**src/rtl/sigma_alu_arbiter.sv**
```systemverilog
// sigma_alu_arbiter: round-robin arbiter sharing one combinational ALU between NREQ requesters.
// Ports: clk, rst_n (async, active-low); requester side req_valid/req_ready/req_op/req_a/req_b
// (+ req_lock with SIGMA_ALU_ARB_LOCK_EN); shared ALU port alu_op/alu_a/alu_b/alu_result;
// response register rsp_valid/rsp_ready/rsp_data/rsp_id/rsp_err.
// Opcode map: ADD=0 SUB=1 AND=2 OR=3 XOR=4 SLL=5 SRL=6 SLT=7, 8..15 illegal.
// Define SIGMA_ALU_ARB_LOCK_EN to add req_lock and the sticky lock on the granted requester.
module sigma_alu_arbiter #(
  parameter int NREQ = 4,
  parameter int XLEN = 32,
  localparam int IDW = $clog2(NREQ)
) (
  input  logic                 clk,
  input  logic                 rst_n,
  input  logic [NREQ-1:0]      req_valid,
  output logic [NREQ-1:0]      req_ready,
  input  logic [NREQ*4-1:0]    req_op,
  input  logic [NREQ*XLEN-1:0] req_a,
  input  logic [NREQ*XLEN-1:0] req_b,
`ifdef SIGMA_ALU_ARB_LOCK_EN
  input  logic [NREQ-1:0]      req_lock,
`endif
  output logic [3:0]           alu_op,
  output logic [XLEN-1:0]      alu_a,
  output logic [XLEN-1:0]      alu_b,
  input  logic [XLEN-1:0]      alu_result,
  output logic                 rsp_valid,
  input  logic                 rsp_ready,
  output logic [XLEN-1:0]      rsp_data,
  output logic [IDW-1:0]       rsp_id,
  output logic                 rsp_err
);
  localparam logic [3:0] ALU_ADD = 4'b0000;
  logic            rsp_valid_q, rsp_valid_d;
  logic [XLEN-1:0] rsp_data_q, rsp_data_d;
  logic [IDW-1:0]  rsp_id_q, rsp_id_d;
  logic            rsp_err_q, rsp_err_d;
  logic [IDW-1:0]  rr_q, rr_d;
  logic            can_issue, found, hs, ill, hold_rr, fwd;
  logic [IDW-1:0]  gid;
  logic [3:0]      gop;
  logic [IDW:0]    s;
`ifdef SIGMA_ALU_ARB_LOCK_EN
  logic            lock_valid_q, lock_valid_d;
  logic [IDW-1:0]  lock_id_q, lock_id_d;
`endif
  // Circular scan from rr_q; one extra bit on s keeps the wrap correct for non-power-of-2 NREQ.
  always_comb begin
    found = 1'b0;
    gid = '0;
    s = '0;
    for (int k = 0; k < NREQ; k++) begin
      s = {1'b0, rr_q} + (IDW+1)'(k);
      if (s >= (IDW+1)'(NREQ)) s = s - (IDW+1)'(NREQ);
      if (!found && req_valid[s[IDW-1:0]]) begin
        found = 1'b1;
        gid = s[IDW-1:0];
      end
    end
`ifdef SIGMA_ALU_ARB_LOCK_EN
    if (lock_valid_q && req_valid[lock_id_q]) begin
      found = 1'b1;
      gid = lock_id_q;
    end
`endif
  end
  assign can_issue = rst_n && (!rsp_valid_q || rsp_ready);
  assign hs        = found && can_issue;
  assign gop       = req_op[4*gid +: 4];
  assign ill       = gop[3];
  assign fwd       = hs && !ill;
  assign req_ready = hs ? (NREQ'(1) << gid) : '0;
  assign alu_op    = fwd ? gop : ALU_ADD;
  assign alu_a     = fwd ? req_a[XLEN*gid +: XLEN] : '0;
  assign alu_b     = fwd ? req_b[XLEN*gid +: XLEN] : '0;
`ifdef SIGMA_ALU_ARB_LOCK_EN
  assign hold_rr      = req_lock[gid];
  assign lock_valid_d = hs ? req_lock[gid] : (can_issue && !req_valid[lock_id_q]) ? 1'b0 : lock_valid_q;
  assign lock_id_d    = hs ? gid : lock_id_q;
`else
  assign hold_rr = 1'b0;
`endif
  always_comb begin
    rsp_valid_d = hs || (rsp_valid_q && !rsp_ready);
    rsp_data_d  = hs ? (ill ? '0 : alu_result) : rsp_data_q;
    rsp_id_d    = hs ? gid : rsp_id_q;
    rsp_err_d   = hs ? ill : rsp_err_q;
    rr_d        = (hs && !hold_rr) ? ((gid == IDW'(NREQ-1)) ? '0 : gid + 1'b1) : rr_q;
  end
  always_ff @(posedge clk or negedge rst_n) begin
    if (!rst_n) begin
      rsp_valid_q  <= 1'b0;
      rsp_data_q   <= '0;
      rsp_id_q     <= '0;
      rsp_err_q    <= 1'b0;
      rr_q         <= '0;
`ifdef SIGMA_ALU_ARB_LOCK_EN
      lock_valid_q <= 1'b0;
      lock_id_q    <= '0;
`endif
    end else begin
      rsp_valid_q  <= rsp_valid_d;
      rsp_data_q   <= rsp_data_d;
      rsp_id_q     <= rsp_id_d;
      rsp_err_q    <= rsp_err_d;
      rr_q         <= rr_d;
`ifdef SIGMA_ALU_ARB_LOCK_EN
      lock_valid_q <= lock_valid_d;
      lock_id_q    <= lock_id_d;
`endif
    end
  end
  assign rsp_valid = rsp_valid_q;
  assign rsp_data  = rsp_data_q;
  assign rsp_id    = rsp_id_q;
  assign rsp_err   = rsp_err_q;
endmodule

```
**config.mk**
```make
export PLATFORM = sky130hd
export DESIGN_NAME = sigma_alu_arbiter
export DESIGN_NICKNAME = d
export VERILOG_FILES = /design/src/rtl/sigma_alu_arbiter.sv
export SDC_FILE = /design/constraint.sdc
export NUM_CORES = 1
export LEC_CHECK = 0
export CAP_MARGIN = 30
export CORE_AREA = 2 2 163 165
export DETAILED_ROUTE_END_ITERATION = 16
export DIE_AREA = 0 0 165 167
export DONT_BUFFER_PORTS = 1
export PLACE_DENSITY = 0.36
export SYNTH_ARGS = -nofsm -noshare
export SYNTH_HDL_FRONTEND = slang
export SYNTH_SLANG_ARGS = --single-unit
```
**constraint.sdc**
```tcl
create_clock -name clk -period 2.8 [get_ports clk]
set_input_delay 0.28 -clock clk [delete_from_list [all_inputs] [get_ports clk]]
set_output_delay 0.28 -clock clk [all_outputs]
set_load 0.005 [all_outputs]
```
==> results of run 1 <==
## layout make-up
cell class                      count  area, um2
Sequential cell                    38        951
Clock buffer                        8        166
Timing Repair Buffer               24        240
Fill cell                        2887      21000
Inverter                            3       11.3
Antenna cell                        3       7.51
Tap cell                          335        419
Multi-Input combinational cell    405       2990
## where the power goes
| part | leakage (nW) | internal, mW | switching (mW) |
|---|---|---|---|
| clock network | 0.0832 | 0.403 | 0.213 |
| logic | 1.27 | 0.764 | 1.27 |
| registers | 0.488 | 0.690 | 0.137 |
## metrics by stage
stage / TNS [ns] / std cells / util
floorplan: 0 / 502 / -
global placement: 0 / 803 / 0.177
detailed placement: 0 / 803 / 0.177
CTS: 0 / 813 / 0.184
global route: -0.0561 / 816 / 0.186
finish: 0 / 816 / 0.186
## per-layer routing
metal  track usage  routed length [um]  share of wire  vias up
li1              -                   -              -     1794
met1         0.114                5790           0.38     1852
met2         0.191                8110           0.53      241
met3        0.0102                 910          0.059       35
met4        0.0431                 602          0.039        0
met5             0                   0              0        -
## state kept, by name (all words and copies together), names as in the netlist
| name | cells |
|---|---|
| rsp_valid | 1 |
| rsp_err | 1 |
| rsp_id | 2 |
| rsp_data | 32 |
| rr_q | 2 |
## cell families after synthesis
kind of cell,count (synthesis),synth area share
other,1,0.000894
buffers and inverters,59,0.0707
muxes,71,0.170
AOI/OAI and AO/OA,174,0.332
and+or+nand+nor,155,0.188
adders and majority gates,4,0.0119
DFF,38,0.227
## worst max-delay path, cell delays in order (launching register included)
cell and delay (ns):
dfrtp_1 0.42, inv_2 0.06, a221oi_2 0.34, nand3_4 0.19
buf_12 0.22, and2_0 0.27, a211oi_2 0.28, a211oi_1 0.09
buf_4 0.16
## cells in the final DEF, fill, tap and decap left out, types with 2 or more instances in the layout
cell type,netlist,layout
a211oi_1,104,101
nand2_1,68,68
mux2i_1,70,68
and2_1,52,52
dfrtp_1,38,38
a211oi_2,30,33
o21ai_0,29,29
and2_0,19,19
buf_4,8,17
nor2_1,7,6
o21ai_1,5,5
clkbuf_16,0,5
ha_1,4,4
buf_12,0,4
diode_2,0,3
nand2b_1,3,3
clkbuf_8,0,3
inv_2,1,2
mux2i_2,0,2
buf_6,3,2
## worst paths after layout
kind,start,endpoint,slack (ns)
max,rr_q[1],alu_op[2],0.11
min,alu_result[31],rsp_data[31],0.13
min in group asynchronous,rst_n,rsp_data[21],0.46
max reg2reg,rr_q[1],rsp_err,0.69
min reg2reg,rsp_data[20],rsp_data[20],0.51
max in group asynchronous,rst_n,rsp_data[24],2.15
## repair_timing
action / 4_1_cts / 5_1_grt
endpoints found under the hold margin: 38 / 0
setup endpoints to repair: 0 / 44
hold buffers: 2 / 0
gates resized for setup: 0 / 7
==> impl_metrics.toml, run 1 <==
[outcome]
outcome = "complete, no violations"

[sta]
hold_viol_final = 0
fin_crit_sh = 0.962
worst_pin_slew_ns = 0.581
slew_violations = 0
rsz0062_at_grt = "true"
holdWs_ns = 0.128
setup_ws_ns = 0.105
final.min_clock_period_ns = 2.69
max_slew_margin = 0.612
finalClockSkew_ns = 0.00335
setup_violations = 0
max_freq_mhz = 371

[cts]
clkSlewWorstSetupHoldPaths_ns = 0.06
htreeDepth = 2
clock_path_buffers = 2
clock_latency_ns = 0.28
postCtsSetupBuffers = 0
cts_made_buffers = 5
cts_tree = "built"
root_buffer = "clkbuf_16"
cts.sinks = 38

[synth]
synth_top_area_share = 0.227
ys_async_sr_fraction = 1.00
yosysUniqueCellTypes = 33
yosys-top-cells-area = "dfrtp_1, a211oi_1, mux2i_1, a211oi_2, and2_1"
synth_area_leader_cell = "dfrtp_1"
synth_most_common_cell = "a211oi_1"
ys_ff_latch = 38
synth-edff-count = 0
yosysSeqAreaShare = 0.227
syn_area_um2 = 4190
synth_nets = 817
avgSynthCellArea_um2 = 8.35
synth_flop_cell = "dfrtp_1"
syn_inst = 502
yosys_warnings = 0
synth_common_cells = "a211oi_1, mux2i_1, nand2_1, and2_1, dfrtp_1"

[global_route]
grt_pass1_vias = 4028
overflow = 0
grt_pass1_wl_mm = 22.3
grt.total_usage = 0.102
grt_max_degree = 75
antenna_found_initial = 4

[route]
routed_wl_mm = 15.4
vias_per_cell = 4.81
via_count = 3922
firstDrtPassIters = 4
drc_errors = 0
postRouteAntennaNets = 0
drt_iter0_drc = 119
wl_per_cell_um = 18.9

[floorplan]
die_w_um = 165
start_util = 0.163
dieArea_um2 = 27600
die_y_um = 167
core_um2 = 25800
num_rows = 59
io_pins = 419

[setup_path]
crit_path_end_kind = "primary output"
startpoint_type = "register"
r2r_cells = 8
critPathArrivalTime_ns = 2.41
required_ns = 2.52
critPathKind = "register to primary output"
critPathMaxFanout = 74

[final_layout]
nets = 792
areaGrowthSynthToFinish_pct = 14.1
final_cell_area_um2 = 4780
drive_gt1_frac = 0.159

[power_and_ir_drop]
peakVddDrop_mv = 0.314
p_leak_nw = 1.84
cellPowerDensity_nw_per_um2 = 727
total_power_mw = 3.47

[run]
drv_cap = 0

[placement]
place_area_um2 = 4550
preCtsSetupSlack_ns = 0.364
io_buffers = 0
gp_routability_congestion = 0.795
hpwl_mm = 12.4

[worst_hold_path]
hold_depth = 2
min_path_type = "input port to register"
Note: power is estimated with default switching activity, not from simulation.
==> inputs of run 2 (changes only) <==
--- a/config.mk
+++ b/config.mk
@@ -5,7 +5,6 @@
 export SDC_FILE = /design/constraint.sdc
 export NUM_CORES = 1
 export LEC_CHECK = 0
-export CAP_MARGIN = 30
 export CORE_AREA = 2 2 163 165
 export DETAILED_ROUTE_END_ITERATION = 16
 export DIE_AREA = 0 0 165 167
==> constraint.sdc (replaced) <==
create_clock -name clk -period 3.3 [get_ports clk]
set_input_delay 0.33 -clock clk [delete_from_list [all_inputs] [get_ports clk]]
set_output_delay 0.33 -clock clk [all_outputs]
set_load 0.005 [all_outputs]
==> run 2 against run 1 <==
Core utilization fell by 0.087 points. Flip-flop and latch count did not move. Non-clock buffer count fell by 3. Cell count fell by 0.12%. Critical endpoint unchanged. Clock skew barely moved.
==> impl_metrics.toml, run 2 (same netlist as run 1, synthesis figures left out) <==
[sta]
setup_ws_ns = 0.344
fin_setup_tns_ns = 0
finalClockSkew_ns = 0.00375
holdWs_ns = 0.177
final.min_clock_period_ns = 2.96
setup_violations = 0
hold_viol_final = 0
slew_violations = 0
max_freq_mhz = 338
fin_crit_sh = 0.896
max_slew_margin = 0.577
worst_pin_slew_ns = 0.632
rsz0062_at_grt = "false"

[global_route]
grt_pass1_wl_mm = 21.5
antenna_found_initial = 6
grt_max_degree = 76
overflow = 0
grt.total_usage = 0.0989
grt_pass1_vias = 4007

[cts]
clkSlewWorstSetupHoldPaths_ns = 0.06
cts_made_buffers = 5
cts_tree = "built"
clock_path_buffers = 2
htreeDepth = 2
postCtsSetupBuffers = 0
cts.sinks = 38
root_buffer = "clkbuf_16"
clock_latency_ns = 0.28

[route]
via_count = 3940
wl_met2_mm = 8.13
firstDrtPassIters = 5
vias_per_cell = 4.83
top_layer_used = "met4"
postRouteAntennaNets = 0
drt_iter0_drc = 182
routed_wl_mm = 15.2
drc_errors = 0
wl_met1_mm = 5.35
wl_met3_mm = 1.19
wl_per_cell_um = 18.7

[setup_path]
crit_chain = "nor2b_1 -> o21a_1 -> nor3_4 -> inv_1 -> nor2_1 -> a22oi_2 -> buf_12 -> a211oi_1 -> buf_4"
reg2reg_slack_ns = 1.06
critPathKind = "register to primary output"
crit_slowest_cell = "dfrtp_1"
critPathMaxFanout = 39
critical_path_buf_inv_count = 3
crit_family = "simple AND/OR/NAND/NOR gates"
slowest_delay_ns = 0.42
crit_path_end_kind = "primary output"
startpoint_type = "register"
required_ns = 2.97
critPathArrivalTime_ns = 2.63

[final_layout]
drive_gt1_frac = 0.143
areaGrowthSynthToFinish_pct = 13.5
final_cell_mix = "a211oi_1, mux2i_1, nand2_1"
nets = 789
largest_reg_flops = 32
final_cells = 815
final_common_cell = "a211oi_1"

[power_and_ir_drop]
peakVddDrop_mv = 0.199
p_leak_nw = 1.83
cellPowerDensity_nw_per_um2 = 621
total_power_mw = 2.96

[placement]
io_buffers = 0
place_inst = 800
hpwl_mm = 12.2
preCtsSetupSlack_ns = 0.661
gp_routability_congestion = 0.789

[floorplan]
die_y_um = 167
io_pins = 419
dieArea_um2 = 27600
num_rows = 59
start_util = 0.163
die_w_um = 165
core_um2 = 25800

[worst_hold_path]
min_path_type = "input port to register"

[run]
drv_cap = 0

[outcome]
outcome = "complete, no violations"
==> run 2: cell count changes in the layout (fill, tap and decap cells not counted) <==
cell / change
clkbuf_8: -3
buf_4: -3
diode_2: +2
clkinv_2: +2
bufinv_16: +1
mux2i_2: -1
buf_6: -2
buf_12: +2
a211oi_1: +3
nor2_1: +1
nor2_2: -1
mux2i_1: +1
a211oi_2: -3
==> run 2: power by group <==
part	total (mW)	switching [mW]	internal [mW]
clock	0.534	0.180	0.353
sequential	0.701	0.115	0.586
combinational	1.72	1.08	0.642
==> run 2: timing repair <==
action	CTS	global route
hold buffers	2	0
gates resized for setup	0	0
hold endpoints to repair	38	0
==> run 2: final cells by class <==
cell class                      instances  area [um2]
Multi-Input combinational cell        405        2970
Inverter                                3        11.3
Fill cell                            2866       21000
Clock buffer                            5         125
Tap cell                              335         419
Timing Repair Buffer                   21         235
Clock inverter                          3        40.0
Sequential cell                        38         951
Antenna cell                            5        12.5
==> run 2: routing by layer <==
metal	track usage	vias to the layer above
met5	0	-
met3	0.0149	25
met2	0.190	268
li1	-	1800
met4	0.0446	0
met1	0.104	1847
==> run 2: metrics by stage <==
stage / utilization / cell area (um2)
after floorplan: - / 4190
after global placement: 0.177 / 4550
after detailed placement: 0.177 / 4550
after CTS: 0.184 / 4750
after global routing: 0.185 / 4760
final: 0.185 / 4760
==> run 2: path summary, 6_finish.rpt <==
| check | from | endpoint | depth (start not counted) |
|---|---|---|---|
| min | alu_result[6] | rsp_data[6] | 2 |
| max | rr_q[1] | alu_op[2] | 9 |
| max in group asynchronous | rst_n | rr_q[1] | 2 |
| min in group asynchronous | rst_n | rsp_data[12] | 2 |
| min reg2reg | rsp_data[27] | rsp_data[27] | 2 |
| max reg2reg | rr_q[0] | rsp_err | 7 |
==> run 2: worst register-to-register path, cell delays in order (launching register included) <==
cell	delay (ns)
dfrtp_1	0.41
nor2_1	0.10
a221oi_2	0.31
nand3_4	0.20
mux2i_1	0.43
mux2i_2	0.12
buf_4	0.26
mux2_2	0.30
